--- src/rtl/qos_ctrl_fsm.sv ---
// qos_ctrl_fsm: init/flow-control FSM for a parametrised FIFO chain.
// Latches per-FIFO thresholds during INIT and tracks the global IDLE/ACTIVE/ERROR state.
// Also keeps a sticky per-FIFO error record and per-FIFO pause flags with hysteresis.
module qos_ctrl_fsm #(
    parameter int unsigned NUM_FIFO    = 5,
    parameter int unsigned CNT_W       = 4,
    parameter int unsigned IDLE_CYCLES = 4
) (
    input  logic                      clk,
    input  logic                      reset,
    input  logic                      init,
    input  logic [NUM_FIFO-1:0]       fifo_empty,
    input  logic [NUM_FIFO-1:0]       fifo_error,
    input  logic [NUM_FIFO*CNT_W-1:0] fifo_occ,
    input  logic [NUM_FIFO*CNT_W-1:0] umbral_high_in,
    input  logic [NUM_FIFO*CNT_W-1:0] umbral_low_in,
    output logic [NUM_FIFO*CNT_W-1:0] umbral_high_out,
    output logic [NUM_FIFO*CNT_W-1:0] umbral_low_out,
    output logic [2:0]                state_out,
    output logic                      idle_out,
    output logic                      active_out,
    output logic                      error_out,
    output logic [NUM_FIFO-1:0]       error_full,
    output logic [NUM_FIFO-1:0]       pause
);

    localparam int unsigned TW   = NUM_FIFO * CNT_W;
    localparam int unsigned IC_W = $clog2(IDLE_CYCLES + 1);
    localparam logic [IC_W-1:0] IDLE_MAX = IC_W'(IDLE_CYCLES);

    typedef enum logic [2:0] {
        ST_RESET  = 3'd0,
        ST_INIT   = 3'd1,
        ST_IDLE   = 3'd2,
        ST_ACTIVE = 3'd3,
        ST_ERROR  = 3'd4
    } state_e;

    state_e              state_q, state_d;
    logic [IC_W-1:0]     idle_cnt_q, idle_cnt_d;
    logic [TW-1:0]       high_q, high_d;
    logic [TW-1:0]       low_q, low_d;
    logic [NUM_FIFO-1:0] error_full_q, error_full_d;
    logic [NUM_FIFO-1:0] pause_q, pause_d;
    logic [NUM_FIFO-1:0] pause_upd;

    logic any_err;
    logic all_empty;

    assign any_err   = |fifo_error;
    assign all_empty = &fifo_empty;

    // Next state and idle qualifier: error beats init, init beats normal flow.
    always_comb begin
        state_d    = state_q;
        idle_cnt_d = '0;
        case (state_q)
            ST_RESET: begin
                state_d = ST_INIT;
            end
            ST_INIT: begin
                if (any_err) begin
                    state_d = ST_ERROR;
                end else if (!init) begin
                    state_d = ST_IDLE;
                end
            end
            ST_IDLE: begin
                if (any_err) begin
                    state_d = ST_ERROR;
                end else if (init) begin
                    state_d = ST_INIT;
                end else if (!all_empty) begin
                    state_d = ST_ACTIVE;
                end
            end
            ST_ACTIVE: begin
                if (any_err) begin
                    state_d = ST_ERROR;
                end else if (init) begin
                    state_d = ST_INIT;
                end else if (all_empty) begin
                    if (idle_cnt_q >= IDLE_MAX - IC_W'(1)) begin
                        state_d = ST_IDLE;
                    end else begin
                        idle_cnt_d = idle_cnt_q + IC_W'(1);
                    end
                end
            end
            ST_ERROR: begin
                state_d = ST_ERROR;
            end
            default: begin
                state_d = ST_RESET;
            end
        endcase
    end

    // Threshold latch (only while in INIT) and sticky error record.
    always_comb begin
        high_d       = (state_q == ST_INIT) ? umbral_high_in : high_q;
        low_d        = (state_q == ST_INIT) ? umbral_low_in  : low_q;
        error_full_d = error_full_q | ((state_q != ST_RESET) ? fifo_error : '0);
    end

    // Per-FIFO pause hysteresis; set wins when both bounds are met.
    always_comb begin
        pause_upd = pause_q;
        for (int i = 0; i < int'(NUM_FIFO); i++) begin
            if (fifo_occ[i*CNT_W +: CNT_W] >= high_q[i*CNT_W +: CNT_W]) begin
                pause_upd[i] = 1'b1;
            end else if (fifo_occ[i*CNT_W +: CNT_W] <= low_q[i*CNT_W +: CNT_W]) begin
                pause_upd[i] = 1'b0;
            end
        end
        case (state_q)
            ST_IDLE, ST_ACTIVE: pause_d = pause_upd;
            ST_ERROR:           pause_d = pause_q;
            default:            pause_d = '0;
        endcase
    end

    // State and datapath registers with synchronous reset.
    always_ff @(posedge clk) begin
        if (reset) begin
            state_q      <= ST_RESET;
            idle_cnt_q   <= '0;
            high_q       <= '0;
            low_q        <= '0;
            error_full_q <= '0;
            pause_q      <= '0;
        end else begin
            state_q      <= state_d;
            idle_cnt_q   <= idle_cnt_d;
            high_q       <= high_d;
            low_q        <= low_d;
            error_full_q <= error_full_d;
            pause_q      <= pause_d;
        end
    end

    assign umbral_high_out = high_q;
    assign umbral_low_out  = low_q;
    assign state_out       = state_q;
    assign idle_out        = (state_q == ST_IDLE);
    assign active_out      = (state_q == ST_ACTIVE);
    assign error_out       = (state_q == ST_ERROR);
    assign error_full      = error_full_q;
    assign pause           = pause_q;

endmodule

--- config.mk ---
export PLATFORM = sky130hd
export DESIGN_NAME = qos_ctrl_fsm
export DESIGN_NICKNAME = d
export VERILOG_FILES = /design/src/rtl/qos_ctrl_fsm.sv
export SDC_FILE = /design/constraint.sdc
export NUM_CORES = 1
export LEC_CHECK = 0
export ABC_AREA = 1
export CORE_MARGIN = 5
export CORE_UTILIZATION = 33
export DETAILED_ROUTE_END_ITERATION = 8
export SLEW_MARGIN = 20
export SYNTH_ARGS = -nofsm -noshare
export SYNTH_HDL_FRONTEND = slang
export SYNTH_SLANG_ARGS = --single-unit
--- constraint.sdc ---
create_clock -name clk -period 2.9 [get_ports clk]
set_input_delay 0.29 -clock clk [delete_from_list [all_inputs] [get_ports clk]]
set_output_delay 0.29 -clock clk [all_outputs]
set_load 0.05 [all_outputs]
==> flow_summary.yaml, run 1 <==
worst_setup_path:
  timing.setup.critical_path_class: "flip-flop to output pin"
  ff2ff_setup_slack_ns: 1.07
  start_kind: "flip-flop"
  timing.critical_path.arrival_ns: 2.06
  cp.required_ns: 2.61
  critical_path.max_fanout: 7
  worst_setup_path_end_kind: "output pin"
yosys:
  syn-instance-count: 423
  synth_simple_gate_area_share: 0.168
  synth.avg_cell_area_um2: 7.42
  synth.lib_cells_used.distinct: 22
  yosys-mux-area-fraction: 0
  post_synth_instance_area_um2: 3140
  synthXorXnorAreaFrac: 0
  yosys.area_share.adder: 0.167
  synth_top_family_by_area: "compound AO/OA/AOI/OAI gates"
  synth_area_in_compound_gates: 0.188
  synth_top_cell_area_share: 0.357
  ys_seq_area_frac: 0.357
  synth.top_cells.by_area: "sky130_fd_sc_hd__dfxtp_1 36%, sky130_fd_sc_hd__ha_1 17%, sky130_fd_sc_hd__a21oi_1 10%"
  synth.ff_latch_count: 56
  yosysWarnings: 0
  yosys.area.top_type: "sky130_fd_sc_hd__dfxtp_1"
  synth_fp_nets: 538
finish:
  final_nets: 663
  layout.cells.most_common: "sky130_fd_sc_hd__clkdlybuf4s50_1"
  nFillCells: 925
  area_growth_pct: 47.4
  drive_above_1_share: 0.0401
  insertedDiodeCount: 0
  layout.cells.most_common_list: "128 x sky130_fd_sc_hd__clkdlybuf4s50_1, 77 x sky130_fd_sc_hd__inv_1, 75 x sky130_fd_sc_hd__nand2_1"
  regArea_um2: 1120
  multi_input_comb_area_um2: 1640
  utilization: 0.500
floorplan:
  fp.dieArea_um2: 11600
  initial_utilization: 0.340
  die_y_um: 108
  placementRows: 35
  core_area_um2: 9240
  pin_count: 129
  die_w_um: 108
timing:
  unrepaired_setup_endpoints_after_global_routing: "false"
  fin_worst_skew_ns: 0.00898
  fin_crit_sh: 0.811
  final_setup_viols: 0
  max_slew.worst_pin.slew_ns: 0.762
  postLayoutSetupSlackWorst_ns: 0.547
  final-hold-violation-count: 0
  final_period_minus_worst_setup_slack_ns: 2.35
  report.final.slew_viol_count: 0
  max-slew-margin-rel: 0.492
  worst_hold_slack_ns: 0.469
  maxClockFrequency_mhz: 425
  final.setup.tns_ns: 0
cts:
  cts-buffers-inserted: 5
  clk_latency_ns: 0.30
  post-cts-setup-buffer-count: 0
  cts.sinks: 56
  htreeDepth: 2
  tritoncts: "yes"
  post_cts_resize_count: 0
  cts.root.buffer_cell: "sky130_fd_sc_hd__clkbuf_8"
  clk_pin_slew_worst_paths_ns: 0.10
  clock_tree.buffer_depth: 2
  cts.hold.buffers_added: 0
grt:
  vias_in_the_first_global_route: 2923
  number_of_antenna_violations_at_the_first_check_in_global_routing: 0
  grt_pass1_wl_mm: 13.8
  largest_net_degree_at_the_start_of_global_routing: 45
  grt.total_usage: 0.145
  grt_overflow_total: 0
drt:
  detail_route.wl_per_cell_um: 12.5
  length_of_the_first_detailed_routing_pass_in_iterations: 5
  drcViolationCount: 0
  drt_iter0_drc: 75
  route.detailed.vias_per_inst: 4.48
  detailroute.via_count: 3035
  final_antenna_net_count: 0
  routed_wl_mm: 8.43
power:
  power-per-cell-area_nw_per_um2: 497
  peakVddDrop_mv: 0.283
  static-leakage-power_uw: 0.00201
outcome:
  outcome: "completed"
placement:
  detailedPlace.worstSlack_ns: 0.833
  dp_wirelength_mm: 6.92
  portBuffers: 128
  globalplace.congestion: 0.807
worst_hold_path:
  hold_path_class: "flip-flop to flip-flop"
job:
  maxCapViolCount: 0
power breakdown:
group          switching, uW  internal [uW]
clock                    248            166
sequential              50.7            851
combinational            605            379
total                    904           1390
registers in the layout (all words and copies together) (netlist names):
| name | cells |
|---|---|
| state_out | 3 |
| pause | 5 |
| error_full | 5 |
| idle_cnt_q | 3 |
| umbral_high_out | 20 |
| umbral_low_out | 20 |
synth_stat cells:
cell / instances
sky130_fd_sc_hd__o21ai_1: 40
sky130_fd_sc_hd__nor2_1: 18
sky130_fd_sc_hd__inv_2: 4
sky130_fd_sc_hd__buf_4: 4
sky130_fd_sc_hd__nand2_4: 1
sky130_fd_sc_hd__nand4_1: 5
sky130_fd_sc_hd__nand3b_2: 1
sky130_fd_sc_hd__nand3_2: 3
sky130_fd_sc_hd__ha_1: 42
sky130_fd_sc_hd__o21a_1: 5
sky130_fd_sc_hd__buf_1: 2
sky130_fd_sc_hd__nor2_4: 2
sky130_fd_sc_hd__nor2_2: 2
sky130_fd_sc_hd__nand3b_1: 2
sky130_fd_sc_hd__nand2_1: 75
sky130_fd_sc_hd__buf_2: 4
sky130_fd_sc_hd__dfxtp_1: 56
sky130_fd_sc_hd__o21bai_1: 5
sky130_fd_sc_hd__inv_1: 77
sky130_fd_sc_hd__nand3_1: 9
sky130_fd_sc_hd__a21oi_1: 63
sky130_fd_sc_hd__clkbuf_1: 3
layer usage:
metal | share of wire | track usage | wire [um]
met5 | 0 | 0 | 0
met4 | 0.0066 | 0.0243 | 56
met3 | 0.072 | 0.0420 | 603
met2 | 0.45 | 0.239 | 3830
met1 | 0.47 | 0.191 | 3940
cells by family after synthesis:
| kind of cell | Yosys count |
|---|---|
| AOI/OAI and AO/OA | 113 |
| adders and majority gates | 42 |
| buffers and inverters | 94 |
| DFF | 56 |
| and+or+nand+nor | 118 |
metrics by stage:
stage,instance area [um2],std cells,total power [uW]
6_report,4620,677,2300
4_1_cts,4620,677,2330
3_3_place_gp,4550,670,1890
3_5_place_dp,4550,670,1910
5_1_grt,4620,677,2450
2_1_floorplan,3140,423,1550
final timing paths:
| path | start | endpoint | depth (start not counted) |
|---|---|---|---|
| setup / recovery | state_out[0] | error_out | 4 |
| hold / removal | idle_cnt_q[0] | idle_cnt_q[0] | 1 |
| setup reg to reg | state_out[0] | umbral_high_out[9] | 4 |
| hold reg to reg | idle_cnt_q[0] | idle_cnt_q[0] | 1 |
worst max-delay path, stage by stage (launching register included):
cell and delay, ns:
sky130_fd_sc_hd__dfxtp_1 0.37, sky130_fd_sc_hd__nor2_1 0.18, sky130_fd_sc_hd__nand2_1 0.20, sky130_fd_sc_hd__inv_2 0.16
sky130_fd_sc_hd__clkdlybuf4s50_1 0.84
area by class of cell:
| cell class | instances | area share |
|---|---|---|
| clock buffer | 6 | 0.0157 |
| clock inverter | 1 | 0.00108 |
| inverter | 81 | 0.0657 |
| multi-input combinational | 273 | 0.356 |
| sequential | 56 | 0.242 |
| tap | 129 | 0.0349 |
| timing repair buffer | 131 | 0.285 |
No activity file was read; power rests on OpenSTA's default activity.
==> run 2: changes to the inputs <==
- clock period: 2.9 -> 2.4 ns (I/O delays scaled with it)
==> run 2 against run 1 <==
  * First-iteration DRC count up 41%
  * Clock skew up 0.0017 ns
  * Flip-flop and latch count unchanged
  * Critical path depth up 1
  * Global-route usage up 0.39 points
  * Wire length up 3.0%
==> flow_summary.yaml, run 2 (synthesized netlist as in run 1, its figures left out) <==
outcome:
  outcome: "completed"
timing:
  report.final.slew_viol_count: 0
  fin_crit_sh: 0.919
  max-slew-margin-rel: 0.631
  maxClockFrequency_mhz: 453
  unrepaired_setup_endpoints_after_global_routing: "false"
  max_slew.worst_pin.slew_ns: 0.552
  final_period_minus_worst_setup_slack_ns: 2.21
  fin_worst_skew_ns: 0.0106
  final.setup.tns_ns: 0
  final_setup_viols: 0
  final-hold-violation-count: 0
  postLayoutSetupSlackWorst_ns: 0.193
cts:
  cts-buffers-inserted: 5
  tritoncts: "yes"
  clk_pin_slew_worst_paths_ns: 0.11
  htreeDepth: 2
  cts.root.buffer_cell: "sky130_fd_sc_hd__clkbuf_8"
  post-cts-setup-buffer-count: 0
  clock_tree.buffer_depth: 2
  cts.sinks: 56
  clk_latency_ns: 0.31
  post_cts_resize_count: 0
  cts.hold.buffers_added: 0
power:
  power-per-cell-area_nw_per_um2: 613
  static-leakage-power_uw: 0.00202
  peakVddDrop_mv: 0.249
worst_setup_path:
  ff2ff_setup_slack_ns: 0.94
  critical_path.max_fanout: 8
  regToRegStartpoint: "state_out[2]"
  timing.critical_path.cells: "inv_2 > nor2_4 > inv_2 > nor2_2 > clkdlybuf4s50_1"
  cp.required_ns: 2.16
  worst_setup_path_end_kind: "output pin"
  worst_r2r_path_depth: 7
  worst_path_largest_cell_delay_ns: 0.82
  worst_path_most_repeated_cell: "sky130_fd_sc_hd__inv_2"
  timing.critical_path.arrival_ns: 1.97
  start_kind: "flip-flop"
  timing.setup.critical_path_class: "flip-flop to output pin"
  crit-reg2reg-capture: "state_out[0]"
  critical_path.slowest_cell: "sky130_fd_sc_hd__clkdlybuf4s50_1"
floorplan:
  pin_count: 129
  initial_utilization: 0.340
  die_y_um: 108
  die_w_um: 108
  fp.dieArea_um2: 11600
  core_area_um2: 9240
  placementRows: 35
drt:
  detailroute.via_count: 3084
  routed_wl_mm: 8.68
  final_antenna_net_count: 0
  drt_iter0_drc: 106
  route.detailed.vias_per_inst: 4.54
  detail_route.wl_per_cell_um: 12.8
  length_of_the_first_detailed_routing_pass_in_iterations: 4
  drcViolationCount: 0
finish:
  final_nets: 664
  layout.cells.most_common_list: "127 x sky130_fd_sc_hd__clkdlybuf4s50_1, 77 x sky130_fd_sc_hd__inv_1, 75 x sky130_fd_sc_hd__nand2_1"
  insertedDiodeCount: 0
  layout.cells.most_common: "sky130_fd_sc_hd__clkdlybuf4s50_1"
  area_growth_pct: 47.6
  final-instance-count-excl-fill: 679
  drive_above_1_share: 0.0473
placement:
  numPlacedInstances: 671
  dp_wirelength_mm: 6.87
  globalplace.congestion: 0.848
  portBuffers: 128
  detailedPlace.worstSlack_ns: 0.528
worst_hold_path:
  worst_hold_path.endpoint: "idle_cnt_q[0]"
  hold_path_class: "flip-flop to flip-flop"
  worst_hold_path.num_cells: 1
  min_from: "idle_cnt_q[0]"
grt:
  vias_in_the_first_global_route: 2973
  grt_overflow_total: 0
  number_of_antenna_violations_at_the_first_check_in_global_routing: 0
  grt.total_usage: 0.149
  grt_pass1_wl_mm: 14.0
  largest_net_degree_at_the_start_of_global_routing: 46
job:
  maxCapViolCount: 0
[run 2: layout make-up]
| class | count | area (um2) |
|---|---|---|
| inverter | 81 | 304 |
| clock inverter | 2 | 10.0 |
| clock buffer | 6 | 82.6 |
| fill | 922 | 4610 |
| timing repair buffer | 132 | 1310 |
| multi-input combinational | 273 | 1640 |
| sequential | 56 | 1120 |
| tap | 129 | 161 |
[run 2: worst max-delay path, delay by kind of cell (launching register included)]
family	cells	cell delay [ns]
buffers and inverters	3	0.95
and+or+nand+nor	2	0.33
DFF	1	0.38
[run 2: worst max-delay path by stage]
stage	slack (ns)	to	start
final	0.19	active_out	state_out[1]
after CTS	0.16	active_out	state_out[1]
after detailed placement	0.53	active_out	state_out[1]
after global placement	0.57	active_out	state_out[1]
after global routing	0.07	active_out	state_out[1]
after floorplan	0.56	state_out[0]	state_out[1]
[run 2: layer usage]
metal | GRT usage | part of all wire
met5 | 0 | 0
met4 | 0.0271 | 0.0061
met3 | 0.0366 | 0.060
met2 | 0.259 | 0.48
met1 | 0.187 | 0.45
[run 2: power breakdown]
part | internal, uW | total (uW) | switching [uW]
Sequential | 1030 | 1090 | 61.8
Combinational | 454 | 1190 | 735
Clock | 232 | 559 | 327
Total | 1710 | 2840 | 1120
[run 2: metrics by stage]
stage	instance area, um2	total power (uW)	util	hold slack (ns)
finish	4630	2840	0.501	0.453
CTS	4630	2880	0.501	0.455
detailed placement	4540	2310	0.491	0.435
global route	4630	3020	0.501	0.479
floorplan	3140	1880	-	0.309
global placement	4540	2290	0.491	0.427
==> run 3: changes to the inputs <==
- PLACE_DENSITY_LB_ADDON: unset -> 0.1
==> run 3 against run 2 <==
  * Combinational power about the same
  * Clock skew down 0.0033 ns
  * Count of clock-buffer cells in the layout up 2
  * Worst hold slack better by 0.0019 ns
==> flow_summary.yaml, run 3 (synthesized netlist as in run 1, its figures left out) <==
placement:
  dp_wirelength_mm: 6.73
  portBuffers: 128
  globalplace.congestion: 0.796
grt:
  grt_overflow_total: 0
  grt_pass1_wl_mm: 13.6
  number_of_antenna_violations_at_the_first_check_in_global_routing: 0
  grt.total_usage: 0.143
  largest_net_degree_at_the_start_of_global_routing: 53
  vias_in_the_first_global_route: 2937
worst_setup_path:
  critical_path.max_fanout: 8
  critPathBufInv: 3
  critical_path.slowest_cell: "sky130_fd_sc_hd__clkdlybuf4s50_1"
  worst_path_largest_cell_delay_ns: 0.81
  worst_setup_path_end_kind: "output pin"
  critical-path-top-delay-family: "buffers and inverters"
  crit-reg2reg-capture: "state_out[0]"
  endpoint: "active_out"
  ff2ff_setup_slack_ns: 0.96
  crit_path_start: "state_out[1]"
  critical_path_cell_count: 5
  timing.critical_path.arrival_ns: 1.97
  worst_r2r_path_depth: 7
  cp.required_ns: 2.16
  start_kind: "flip-flop"
  worst_path_most_repeated_cell: "sky130_fd_sc_hd__inv_2"
  timing.setup.critical_path_class: "flip-flop to output pin"
  regToRegStartpoint: "state_out[2]"
  timing.critical_path.cells: "inv_2 > nor2_4 > inv_2 > nor2_2 > clkdlybuf4s50_1"
timing:
  maxClockFrequency_mhz: 452
  max_slew.worst_pin.slew_ns: 0.529
  report.final.slew_viol_count: 0
  final-hold-violation-count: 0
  max-slew-margin-rel: 0.646
  final_setup_viols: 0
  unrepaired_setup_endpoints_after_global_routing: "false"
  final.setup.tns_ns: 0
  final_period_minus_worst_setup_slack_ns: 2.21
  fin_crit_sh: 0.922
  fin_worst_skew_ns: 0.00737
finish:
  regArea_um2: 1120
  utilization: 0.503
  insertedDiodeCount: 0
  multi_input_comb_area_um2: 1640
  area_growth_pct: 48.2
  final_nets: 665
  layout.cells.most_common_list: "127 x sky130_fd_sc_hd__clkdlybuf4s50_1, 77 x sky130_fd_sc_hd__inv_1, 75 x sky130_fd_sc_hd__nand2_1"
  nFillCells: 935
  drive_above_1_share: 0.0454
  layout.cells.most_common: "sky130_fd_sc_hd__clkdlybuf4s50_1"
cts:
  cts.sinks: 56
  clk_pin_slew_worst_paths_ns: 0.09
  post-cts-setup-buffer-count: 0
  clock_tree.buffer_depth: 2
  htreeDepth: 2
  cts.root.buffer_cell: "sky130_fd_sc_hd__clkbuf_8"
  cts-buffers-inserted: 5
  tritoncts: "yes"
  cts.hold.buffers_added: 0
  post_cts_resize_count: 0
  clk_latency_ns: 0.30
power:
  p_int_uw: 1730
  p_clk_frac: 0.191
  power-per-cell-area_nw_per_um2: 606
  power.sequential.fraction: 0.386
  power.combinational.fraction: 0.423
  peakVddDrop_mv: 0.251
  netSwitchingFraction: 0.388
  static-leakage-power_uw: 0.00202
  power.switching_uw: 1090
floorplan:
  core_area_um2: 9240
  die_w_um: 108
  pin_count: 129
  placementRows: 35
  initial_utilization: 0.340
  fp.dieArea_um2: 11600
  die_y_um: 108
job:
  maxCapViolCount: 0
drt:
  routed_wl_mm: 8.44
  drt_iter0_drc: 36
  route.detailed.vias_per_inst: 4.50
  length_of_the_first_detailed_routing_pass_in_iterations: 4
  detail_route.wl_per_cell_um: 12.4
  detailroute.via_count: 3062
  final_antenna_net_count: 0
  drcViolationCount: 0
outcome:
  outcome: "completed"
worst_hold_path:
  hold_path_class: "flip-flop to flip-flop"
==> run 3: cell types whose count changed in the layout (fill, tap and decap cells not counted) <==
cell / change
sky130_fd_sc_hd__buf_12: +1
sky130_fd_sc_hd__clkbuf_1: +2
sky130_fd_sc_hd__clkinv_2: -2
==> run 3: power by group through the flow <==
stage,Combinational (uW),Sequential [uW],Clock [uW]
2_1_floorplan,433,1450,0
3_3_place_gp,1190,1110,0
3_5_place_dp,1210,1110,0
4_1_cts,1210,1090,574
5_1_grt,1310,1100,600
6_report,1190,1090,539
==> run 3: worst min-delay path by stage <==
stage / endpoint / start / cells past startpoint
after floorplan: pause[4] / reset / 1
final: idle_cnt_q[0] / idle_cnt_q[0] / 1
after global routing: idle_cnt_q[0] / idle_cnt_q[0] / 1
after detailed placement: idle_cnt_q[0] / idle_cnt_q[0] / 1
after CTS: idle_cnt_q[0] / idle_cnt_q[0] / 1
after global placement: idle_cnt_q[0] / idle_cnt_q[0] / 1
==> run 3: through the flow <==
stage / setup WS [ns] / cell area, um2 / power, uW / hold WS [ns] / instances
6_report: 0.188 / 4650 / 2820 / 0.455 / 680
5_1_grt: 0.0705 / 4650 / 3010 / 0.479 / 680
4_1_cts: 0.136 / 4650 / 2870 / 0.458 / 680
3_5_place_dp: 0.499 / 4560 / 2320 / 0.442 / 672
3_3_place_gp: 0.539 / 4560 / 2290 / 0.432 / 672
2_1_floorplan: 0.563 / 3140 / 1880 / 0.309 / 423
==> run 3: worst register-to-register path, stage by stage (launching register included) <==
cell and delay [ns]:
sky130_fd_sc_hd__dfxtp_1 0.46, sky130_fd_sc_hd__inv_2 0.07, sky130_fd_sc_hd__nand3_2 0.10, sky130_fd_sc_hd__buf_4 0.31, sky130_fd_sc_hd__nand3b_1 0.19, sky130_fd_sc_hd__nand3_1 0.08
sky130_fd_sc_hd__nor2_1 0.10, sky130_fd_sc_hd__nor2_1 0.04
==> run 3: layout make-up <==
class | count | share of cell area
repair buffers | 133 | 0.286
clock buffers | 8 | 0.0194
multi-input cells | 273 | 0.354
flip-flops and latches | 56 | 0.241
well taps | 129 | 0.0347
inverters | 81 | 0.0654
==> run 3: routing by layer <==
metal / vias up / wire length, um / global-route usage
li1: 1628 / - / -
met1: 1358 / 3780 / 0.181
met2: 69 / 4080 / 0.246
met3: 7 / 511 / 0.0390
met4: 0 / 74 / 0.0280
met5: - / 0 / 0
